[src/rtl/seq_detect_scheduler.sv]
// seq_detect_scheduler
// Shares one "four equal bits in a row" detector among four serial
// requester channels. Each channel keeps its own {last_bit, run} context.
// The shared datapath serves one granted channel per cycle. The result is
// returned one edge later as a one-hot ack together with the detect flag.
//
// Build option:
//   SEQ_SCHED_RR_EN  defined   -> round-robin arbitration. The search starts
//                                 at the pointer + 1, and the pointer follows
//                                 each grant.
//                    undefined -> fixed priority. The lowest eligible index
//                                 wins, and no pointer exists.
module seq_detect_scheduler #(
    parameter int NCH = 4
) (
    input  logic             clk,
    input  logic             reset,
    input  logic [NCH-1:0]   req,
    input  logic [NCH-1:0]   w,
    input  logic [NCH-1:0]   ctx_clr,
    output logic [NCH-1:0]   ack,
    output logic             det_valid,
    output logic [1:0]       det_ch,
    output logic             det,
    output logic             busy
);

    localparam logic [2:0] RUN_MAX = 3'd4;

    logic [NCH-1:0]        last_q, last_d;
    logic [NCH-1:0][2:0]   run_q, run_d;
    logic [NCH-1:0]        ack_q, ack_d;
    logic                  det_valid_q, det_valid_d;
    logic [1:0]            det_ch_q, det_ch_d;
    logic                  det_q, det_d;

    logic [NCH-1:0]        elig;
    logic                  gnt_vld;
    logic [1:0]            gnt_idx;

    // A channel acked at the last edge is masked so its held request is not consumed twice.
    assign elig = req & ~ack_q;
    assign busy = |elig;

`ifdef SEQ_SCHED_RR_EN
    logic [1:0] ptr_q, ptr_d;

    // Round-robin search that begins just after the most recently granted channel.
    always_comb begin
        logic [1:0] cand;
        gnt_vld = 1'b0;
        gnt_idx = 2'd0;
        cand    = 2'd0;
        for (int k = 1; k <= NCH; k++) begin
            cand = ptr_q + 2'(k);
            if (!gnt_vld && elig[cand]) begin
                gnt_vld = 1'b1;
                gnt_idx = cand;
            end
        end
        ptr_d = gnt_vld ? gnt_idx : ptr_q;
    end

    // The pointer resets to 3 so that channel 0 is searched first.
    always_ff @(posedge clk) begin
        if (reset) ptr_q <= 2'd3;
        else       ptr_q <= ptr_d;
    end
`else
    // Fixed priority: the lowest eligible index wins.
    always_comb begin
        gnt_vld = 1'b0;
        gnt_idx = 2'd0;
        for (int k = 0; k < NCH; k++) begin
            if (!gnt_vld && elig[k]) begin
                gnt_vld = 1'b1;
                gnt_idx = 2'(k);
            end
        end
    end
`endif

    // Context update for the granted channel, context clears, and the next result outputs.
    always_comb begin
        logic [2:0] cur_run;
        logic       cur_last;
        logic [2:0] new_run;

        last_d      = last_q;
        run_d       = run_q;
        ack_d       = '0;
        det_valid_d = 1'b0;
        det_ch_d    = det_ch_q;
        det_d       = det_q;
        cur_run     = 3'd0;
        cur_last    = 1'b0;
        new_run     = 3'd0;

        for (int i = 0; i < NCH; i++) begin
            if (ctx_clr[i]) begin
                last_d[i] = 1'b0;
                run_d[i]  = 3'd0;
            end
        end

        if (gnt_vld) begin
            // When a clear coincides with a grant, the clear takes effect first; the bit is then consumed from a fresh context.
            cur_run  = ctx_clr[gnt_idx] ? 3'd0 : run_q[gnt_idx];
            cur_last = ctx_clr[gnt_idx] ? 1'b0 : last_q[gnt_idx];
            if (cur_run == 3'd0 || w[gnt_idx] != cur_last)
                new_run = 3'd1;
            else if (cur_run >= RUN_MAX)
                new_run = RUN_MAX;
            else
                new_run = cur_run + 3'd1;

            run_d[gnt_idx]  = new_run;
            last_d[gnt_idx] = w[gnt_idx];
            ack_d           = NCH'(1) << gnt_idx;
            det_valid_d     = 1'b1;
            det_ch_d        = gnt_idx;
            det_d           = (new_run == RUN_MAX);
        end
    end

    // State and output registers; reset overrides any grant or clear in the same cycle.
    always_ff @(posedge clk) begin
        if (reset) begin
            last_q      <= '0;
            run_q       <= '0;
            ack_q       <= '0;
            det_valid_q <= 1'b0;
            det_ch_q    <= 2'd0;
            det_q       <= 1'b0;
        end else begin
            last_q      <= last_d;
            run_q       <= run_d;
            ack_q       <= ack_d;
            det_valid_q <= det_valid_d;
            det_ch_q    <= det_ch_d;
            det_q       <= det_d;
        end
    end

    assign ack       = ack_q;
    assign det_valid = det_valid_q;
    assign det_ch    = det_ch_q;
    assign det       = det_q;

endmodule

[config.mk]
export PLATFORM = sky130hd
export DESIGN_NAME = seq_detect_scheduler
export DESIGN_NICKNAME = d
export VERILOG_FILES = /design/src/rtl/seq_detect_scheduler.sv
export SDC_FILE = /design/constraint.sdc
export NUM_CORES = 1
export LEC_CHECK = 0
export CAP_MARGIN = 30
export CORE_MARGIN = 1
export CORE_UTILIZATION = 51
export CTS_CLUSTER_SIZE = 40
export DETAILED_ROUTE_END_ITERATION = 6
export PLACE_DENSITY = 0.78
export SLEW_MARGIN = 40
export SYNTH_ARGS = -nofsm -noshare
export SYNTH_HDL_FRONTEND = slang
export SYNTH_SLANG_ARGS = --single-unit
export TNS_END_PERCENT = 100
[constraint.sdc]
create_clock -name clk -period 3.3 [get_ports clk]
set_input_delay 0.66 -clock clk [delete_from_list [all_inputs] [get_ports clk]]
set_output_delay 0.66 -clock clk [all_outputs]
set_load 0.05 [all_outputs]
Word level (Yosys, flattened, before mapping)

Index checks and enable logic that the tools add are counted.
W data, S select, Z words.

Flip-flop bits (word level): 24
Input port bits: 14
Output and inout bits: 9
Word-level logic and storage cells: 67

Add/sub/neg operators: 1
Magnitude comparators: 3
Equal/unequal tests: 2
Shift-type cells: 1
Muxes and demuxes: 37
Bitwise gates (word level): 3
Reductions and logical operators: 11

Operators by type and width:

| cell                  | number |
|---|---|
| $mux W3               | 10 |
| $mux W1               | 15 |
| $bwmux W12            | 1 |
| $mux W12              | 1 |
| $bmux W1 S2           | 3 |
| $bmux W3 S2           | 1 |
| $demux W3 S2          | 1 |
| $and A4 B4 Y4         | 1 |
| $bwmux W4             | 1 |
| $logic_and A1 B1 Y1   | 4 |
| $mux W2               | 2 |
| $mux W4               | 1 |
| $not A4 Y4            | 1 |
| $reduce_or A4 Y1      | 1 |
| $shl A1 B2 Y4 const A | 1 |
| $add A3 B1 Y3 const B | 1 |
| $eq A3 B3 Y1 const B  | 1 |
| $ge A3 B3 Y1 const B  | 1 |
| $logic_not A1 Y1      | 3 |
| $logic_not A3 Y1      | 1 |
| $lt A2 B3 Y1 const B  | 1 |
| $demux W1 S2          | 1 |
| $ge A2 B1 Y1 const B  | 1 |
| $reduce_or A2 Y1      | 1 |
| other kinds (3)       | 3 |

Logic depth before layout (Yosys ltp)

Depth in word-level cells: 21
Depth in mapped cells: 10
Mapped depth without buffers: 9

Worst setup path after synthesis

OpenSTA, ideal clock, no wires.

Kind: in2reg
From: input req[0]
To: register det_q (netlist: det)
Library setup time: 0.087 ns
Arrival: 2.454 ns
Required time: 3.213 ns
Setup slack: 0.759 ns
Stages on the path: 10
Path buffers: 1
Cell sequence: nor2b_2 > buf_2 > nor3_1 > a221oi_2 > a21oi_2 > or2b_1 > ha_1 > nor3_1 > nand2_1 > o31ai_1

Cells in the longest elaborated chain, start to end: 19
Elaborated cells on any way between the ends: 33
Classes of those cells: add/sub (1); order compare (1); eq/ne (2); mux (20); bitwise (1); reduce/logical (8)

Ends and longest elaborated chain:

| what                                                        | line     | text |
|---|---|---|
| from (decl)                                                 | 18       | `input logic [NCH-1:0] req,` |
| $and A4 B4 Y4 (*)                                           | 42       | `assign elig = req & ~ack_q;` |
| $mux W1 (*)                                                 | 75       | `if (!gnt_vld && elig[k]) begin` |
| $logic_not A1 Y1                                            | 75       |  |
| $logic_and A1 B1 Y1                                         | 75       |  |
| $mux W1                                                     | 75       |  |
| $logic_not A1 Y1                                            | 75       |  |
| $logic_and A1 B1 Y1                                         | 75       |  |
| $mux W1                                                     | 75       |  |
| [3 not listed]                                              | -        |  |
| $bmux W3 S2, or another cell as far along                   | 108      | `cur_run = ctx_clr[gnt_idx] ? 3'd0 : run_q[gnt_idx];` |
| $mux W3 (implied by the code), or another cell as far along | 108      |  |
| $mux W3 / $mux W1 (equally long branches)                   | 108, 109 |  |
| $add A3 B1 Y3, or another cell as far along                 | 115      | `new_run = cur_run + 3'd1;` |
| $mux W3 / $logic_or A1 B1 Y1 (equally long branches)        | 112, 110 |  |
| $mux W3                                                     | 110      | `if (cur_run == 3'd0 \|\| w[gnt_idx] != cur_last)` |
| $mux W3                                                     | 106      | `if (gnt_vld) begin` |
| $eq A3 B3 Y1                                                | 122      | `det_d = (new_run == RUN_MAX);` |
| to (signal assigned)                                        | 141      | `det_q <= det_d;` |
| to (decl)                                                   | 35       | `logic det_q, det_d;` |

Mark *: on every way between the ends. The rest lies on a longest branch, timed or not. The select of a mux whose other input is x is not followed.
A chain may end at the register's enable or synchronous reset.

Final worst setup path

From: input req[2]
To: register run_q[5] (netlist name)

Cells in the longest elaborated chain, start to end: 15
Elaborated cells on any way between the ends: 33
Classes of those cells: add/sub (1); order compare (3); eq/ne (1); mux (21); bitwise (1); reduce/logical (6)

Ends and longest elaborated chain:

| what                                                        | line     | text |
|---|---|---|
| $and A4 B4 Y4 (*)                                           | 42       |  |
| $logic_and A1 B1 Y1 (*)                                     | 75       |  |
| $mux W1                                                     | 75       |  |
| $logic_not A1 Y1                                            | 75       |  |
| $logic_and A1 B1 Y1                                         | 75       |  |
| $mux W2                                                     | 75       |  |
| $bmux W3 S2, or another cell as far along                   | 108      |  |
| $mux W3 (implied by the code), or another cell as far along | 108      |  |
| $mux W3 / $mux W1 (equally long branches)                   | 108, 109 |  |
| $add A3 B1 Y3, or another cell as far along                 | 115      |  |
| $mux W3 / $logic_or A1 B1 Y1 (equally long branches)        | 112, 110 |  |
| $mux W3                                                     | 110      |  |
| $mux W3                                                     | 106      |  |
| $bwmux W12                                                  | 117      | `run_d[gnt_idx] = new_run;` |
| $mux W12 (*)                                                | 106      |  |
| to (signal assigned)                                        | 137      | `run_q <= run_d;` |
| to (decl)                                                   | 31       | `logic [NCH-1:0][2:0] run_q, run_d;` |

Marked as above.

==> results <==
- The run finished with clean final reports.
- The count of nets after finishing is about 180.
- The startpoint of the worst register-to-register path is ack[1].
- Clock latency on the worst-skew pair, taken at its later pin, is 0.32 ns.
- The DRC violation total after the first TritonRoute iteration is 35.
- Data arrives at the worst endpoint at 3.29 ns.
- The net count after synthesis is 152.
- The detailed-route DRC error count is 0.
- The tree is rooted in a sky130_fd_sc_hd__clkbuf_4.
- The first global-routing pass estimated 5.17 mm of wire.
- The congestion estimate from routability-driven global placement came to 0.851.
- The share of the clock period used by the worst path is 92.2%.
- The total overflow reported by the global router is 0.
- The count of final setup violators is 0.
- The total inserted antenna cells is 0.
- The remaining antenna violation count after routing is 0.
- The first detailed-routing pass took 5 iterations.
- In this run the tightest slew margin relative to its limit is 55.0%.
- The most critical setup path has its endpoint at run_q[5].
- At the worst endpoint, the required time is 3.54 ns.
- The source of the critical timing path is req[2].
- Once the clock tree was built, the setup fixing pass inserted 0 buffers.
- For this design, the sink count on the clock tree is 24.
- Counting I/O delays and the setup requirement, the final critical path takes 3.04 ns.
- CTS built an H-tree with a depth of 1.
- The class of the most critical setup path is in -> reg.
- In the layout the commonest cells are sky130_fd_sc_hd__dfxtp_1 (24), sky130_fd_sc_hd__clkdlybuf4s50_1 (21), sky130_fd_sc_hd__nand2_1 (12), sky130_fd_sc_hd__nor2_1 (11), sky130_fd_sc_hd__nand3_1 (10).
- The total leakage power is 0.000564 uW.
- The total CTS buffers is 3.
- From bottom edge to top edge, the die measures 51.5 um.
- The worst setup path is launched from an input pin.
- In this run the power density over the cells is 405 nW/um2.
- The instance count of the mapped netlist is 137.
- Cells fill 67.7% of the core in the end.
- In this run the worst hold path is classified as reg -> reg.
- The placement-stage cell area is 1490 um2.
- Entering global routing, the biggest net connects 19 pins.
- The count of flip-flops with a built-in enable after synthesis is 0.
- Port buffering added 22 buffers.
- The worst reg-to-reg path cell count is 9.
- Dividing the detail-routed via count by the number of cells gives 5.94.
- In this run the mean area of a mapped cell was 9.13 um2.
- Across all register-to-register paths, the minimum setup slack is 0.71 ns.
- The via count of the first global-routing pass is 1052.
- Leaving out fill and tap cells, the most frequent cell in the layout is sky130_fd_sc_hd__dfxtp_1.
- The die covers 2660 um2.
- The final route contains 1116 vias.
- The reg-to-reg endpoint is run_q[5].
- The core footprint is 2250 um2.
- The chip width is approximately 50 um.
- The most used flip-flop cell after synthesis is sky130_fd_sc_hd__dfxtp_1.
- The count of endpoints failing hold in the final timing report is 0.
- The area growth from synthesis to layout is 22.0%.
- The final layout contains routed wiring with a total length of 3.13 mm.
- For this run, the total global-route usage over all layers was measured as 26.9%.
- Of all nets on the critical path, the largest fanout is 7.
- After clock tree synthesis, the clock-pin slew on the worst setup and hold paths is 0.13 ns.
- The mean routed wirelength per cell is 16.7 um.
- The boundary pin count is 23.
- Synthesis instantiated 45 different standard cells from the library.
- Of the cells placed in the final design, the portion with a size suffix greater than 1 is 15.0%.
- The number of gates resized after CTS was 0.
- The detailed placer's ending HPWL is between 2 and 2.5 mm.
- TritonCTS built the clock tree.
- The synthesized netlist occupies a cell area of 1250 um2.
- Of the synthesized area, sequential elements account for 38.4%.
- The tool flagged a number of max-cap violations equal to 0.
- The count of yosys warnings during synthesis is 0.
- The number of hold-repair buffers added at the cts stage is 0.
- The largest clock skew in the final design is roughly 0.010 ns.
- The fraction of synthesis flops using an asynchronous set or reset pin is 0%.
- The area of all placed cells without fillers is about 1500 um2.
- The highest clock rate is ~330 MHz.
- STA classifies the critical path endpoint as a flop.
- The floorplan has 17 rows.
- No sink is reached through more buffers than the 2 on the longest clock path.
- The initial antenna violation count is 0.
- The slew at the pin with the worst max-slew slack is about 0.67 ns.
- The design draws 618 uW.
- The total of flip-flops plus latches after synthesis is 24.
- The worst-case IR drop observed on VDD is approximately 0.00040 V.
- The effective utilization at floorplan is 55.5%.
- The count of final max-slew check failures is 0.
- Summed over all failing endpoints, the final setup total negative slack is 0 ns.
- Setup repair after global routing left no endpoint under its margin.
cells in the mapped netlist (all sizes together), types with 2 or more instances:
master	count	area [um2]
nand2b	4	25.0
nor2	11	41.3
o21ai	10	50.1
a211oi	2	15.0
buf	4	28.8
a21oi	8	43.8
dfxtp	24	480
nor2b	3	23.8
clkbuf	2	7.51
a311oi	2	17.5
nand3	10	50.1
or3b	2	17.5
o2bb2ai	3	26.3
nand3b	5	37.5
a32o	3	30.0
o31ai	4	53.8
a2bb2oi	2	30.0
o311ai	2	17.5
nor4	2	18.8
nand2	13	51.3
and3b	4	35.0
and2b	2	17.5
nor3	4	20.0
worst min-delay path by stage:
stage | to | slack [ns] | depth (start not counted) | startpoint
floorplan | run_q[1] | 0.43 | 2 | run_q[1]
global placement | run_q[1] | 0.45 | 2 | run_q[1]
detailed placement | run_q[11] | 0.47 | 2 | run_q[11]
CTS | run_q[4] | 0.49 | 2 | run_q[4]
global route | run_q[4] | 0.51 | 1 | run_q[5]
finish | run_q[4] | 0.48 | 1 | run_q[5]
worst max-delay path, stage by stage:
cell	delay [ns]
sky130_fd_sc_hd__clkdlybuf4s50_1	0.50
sky130_fd_sc_hd__nor2b_2	0.24
sky130_fd_sc_hd__nor4_2	0.40
sky130_fd_sc_hd__a221oi_2	0.19
sky130_fd_sc_hd__a21oi_2	0.20
sky130_fd_sc_hd__or2b_1	0.25
sky130_fd_sc_hd__ha_1	0.18
sky130_fd_sc_hd__nor3_1	0.26
sky130_fd_sc_hd__nand3_1	0.22
sky130_fd_sc_hd__o21ai_0	0.18
registers in the layout, summed over array words and instances, names as in the netlist:
name and flops:
det_ch 2, det_valid 1, ack 4, run_q 12, last_q 4, det 1
cells by family after synthesis:
| logic type | synth area share [%] |
|---|---|
| fa+ha+maj | 1.00 |
| flops | 38.4 |
| compound gates | 25.1 |
| xor+xnor | 1.30 |
| simple gates | 31.0 |
| buf+inv | 3.20 |
power breakdown:
| part | internal (uW) | switching (uW) |
|---|---|---|
| logic | 62.4 | 93.2 |
| clock network | 67.4 | 87.0 |
| registers | 301 | 7.22 |
layout make-up:
cell class | instances | area, um2
Multi-Input combinational cell | 106 | 731
Sequential cell | 24 | 480
Clock buffer | 4 | 36.3
Inverter | 1 | 3.75
Tap cell | 28 | 35.0
Fill cell | 182 | 728
Timing Repair Buffer | 25 | 240
per-stage QoR:
step | setup slack, ns | std cells | hold WS, ns
after floorplan | 0.759 | 137 | 0.435
after global placement | 0.129 | 184 | 0.453
after detailed placement | -0.0180 | 184 | 0.469
after CTS | 0.312 | 188 | 0.490
after global routing | 0.0770 | 188 | 0.511
final | 0.256 | 188 | 0.479
layer usage:
metal	global-route usage (%)	vias up	routed length [um]
met5	0	-	0
met4	6.31	0	6
met3	5.26	2	103
met2	46.1	26	1530
met1	34.6	530	1490
li1	-	558	-
(Power assumes the default switching activity.)
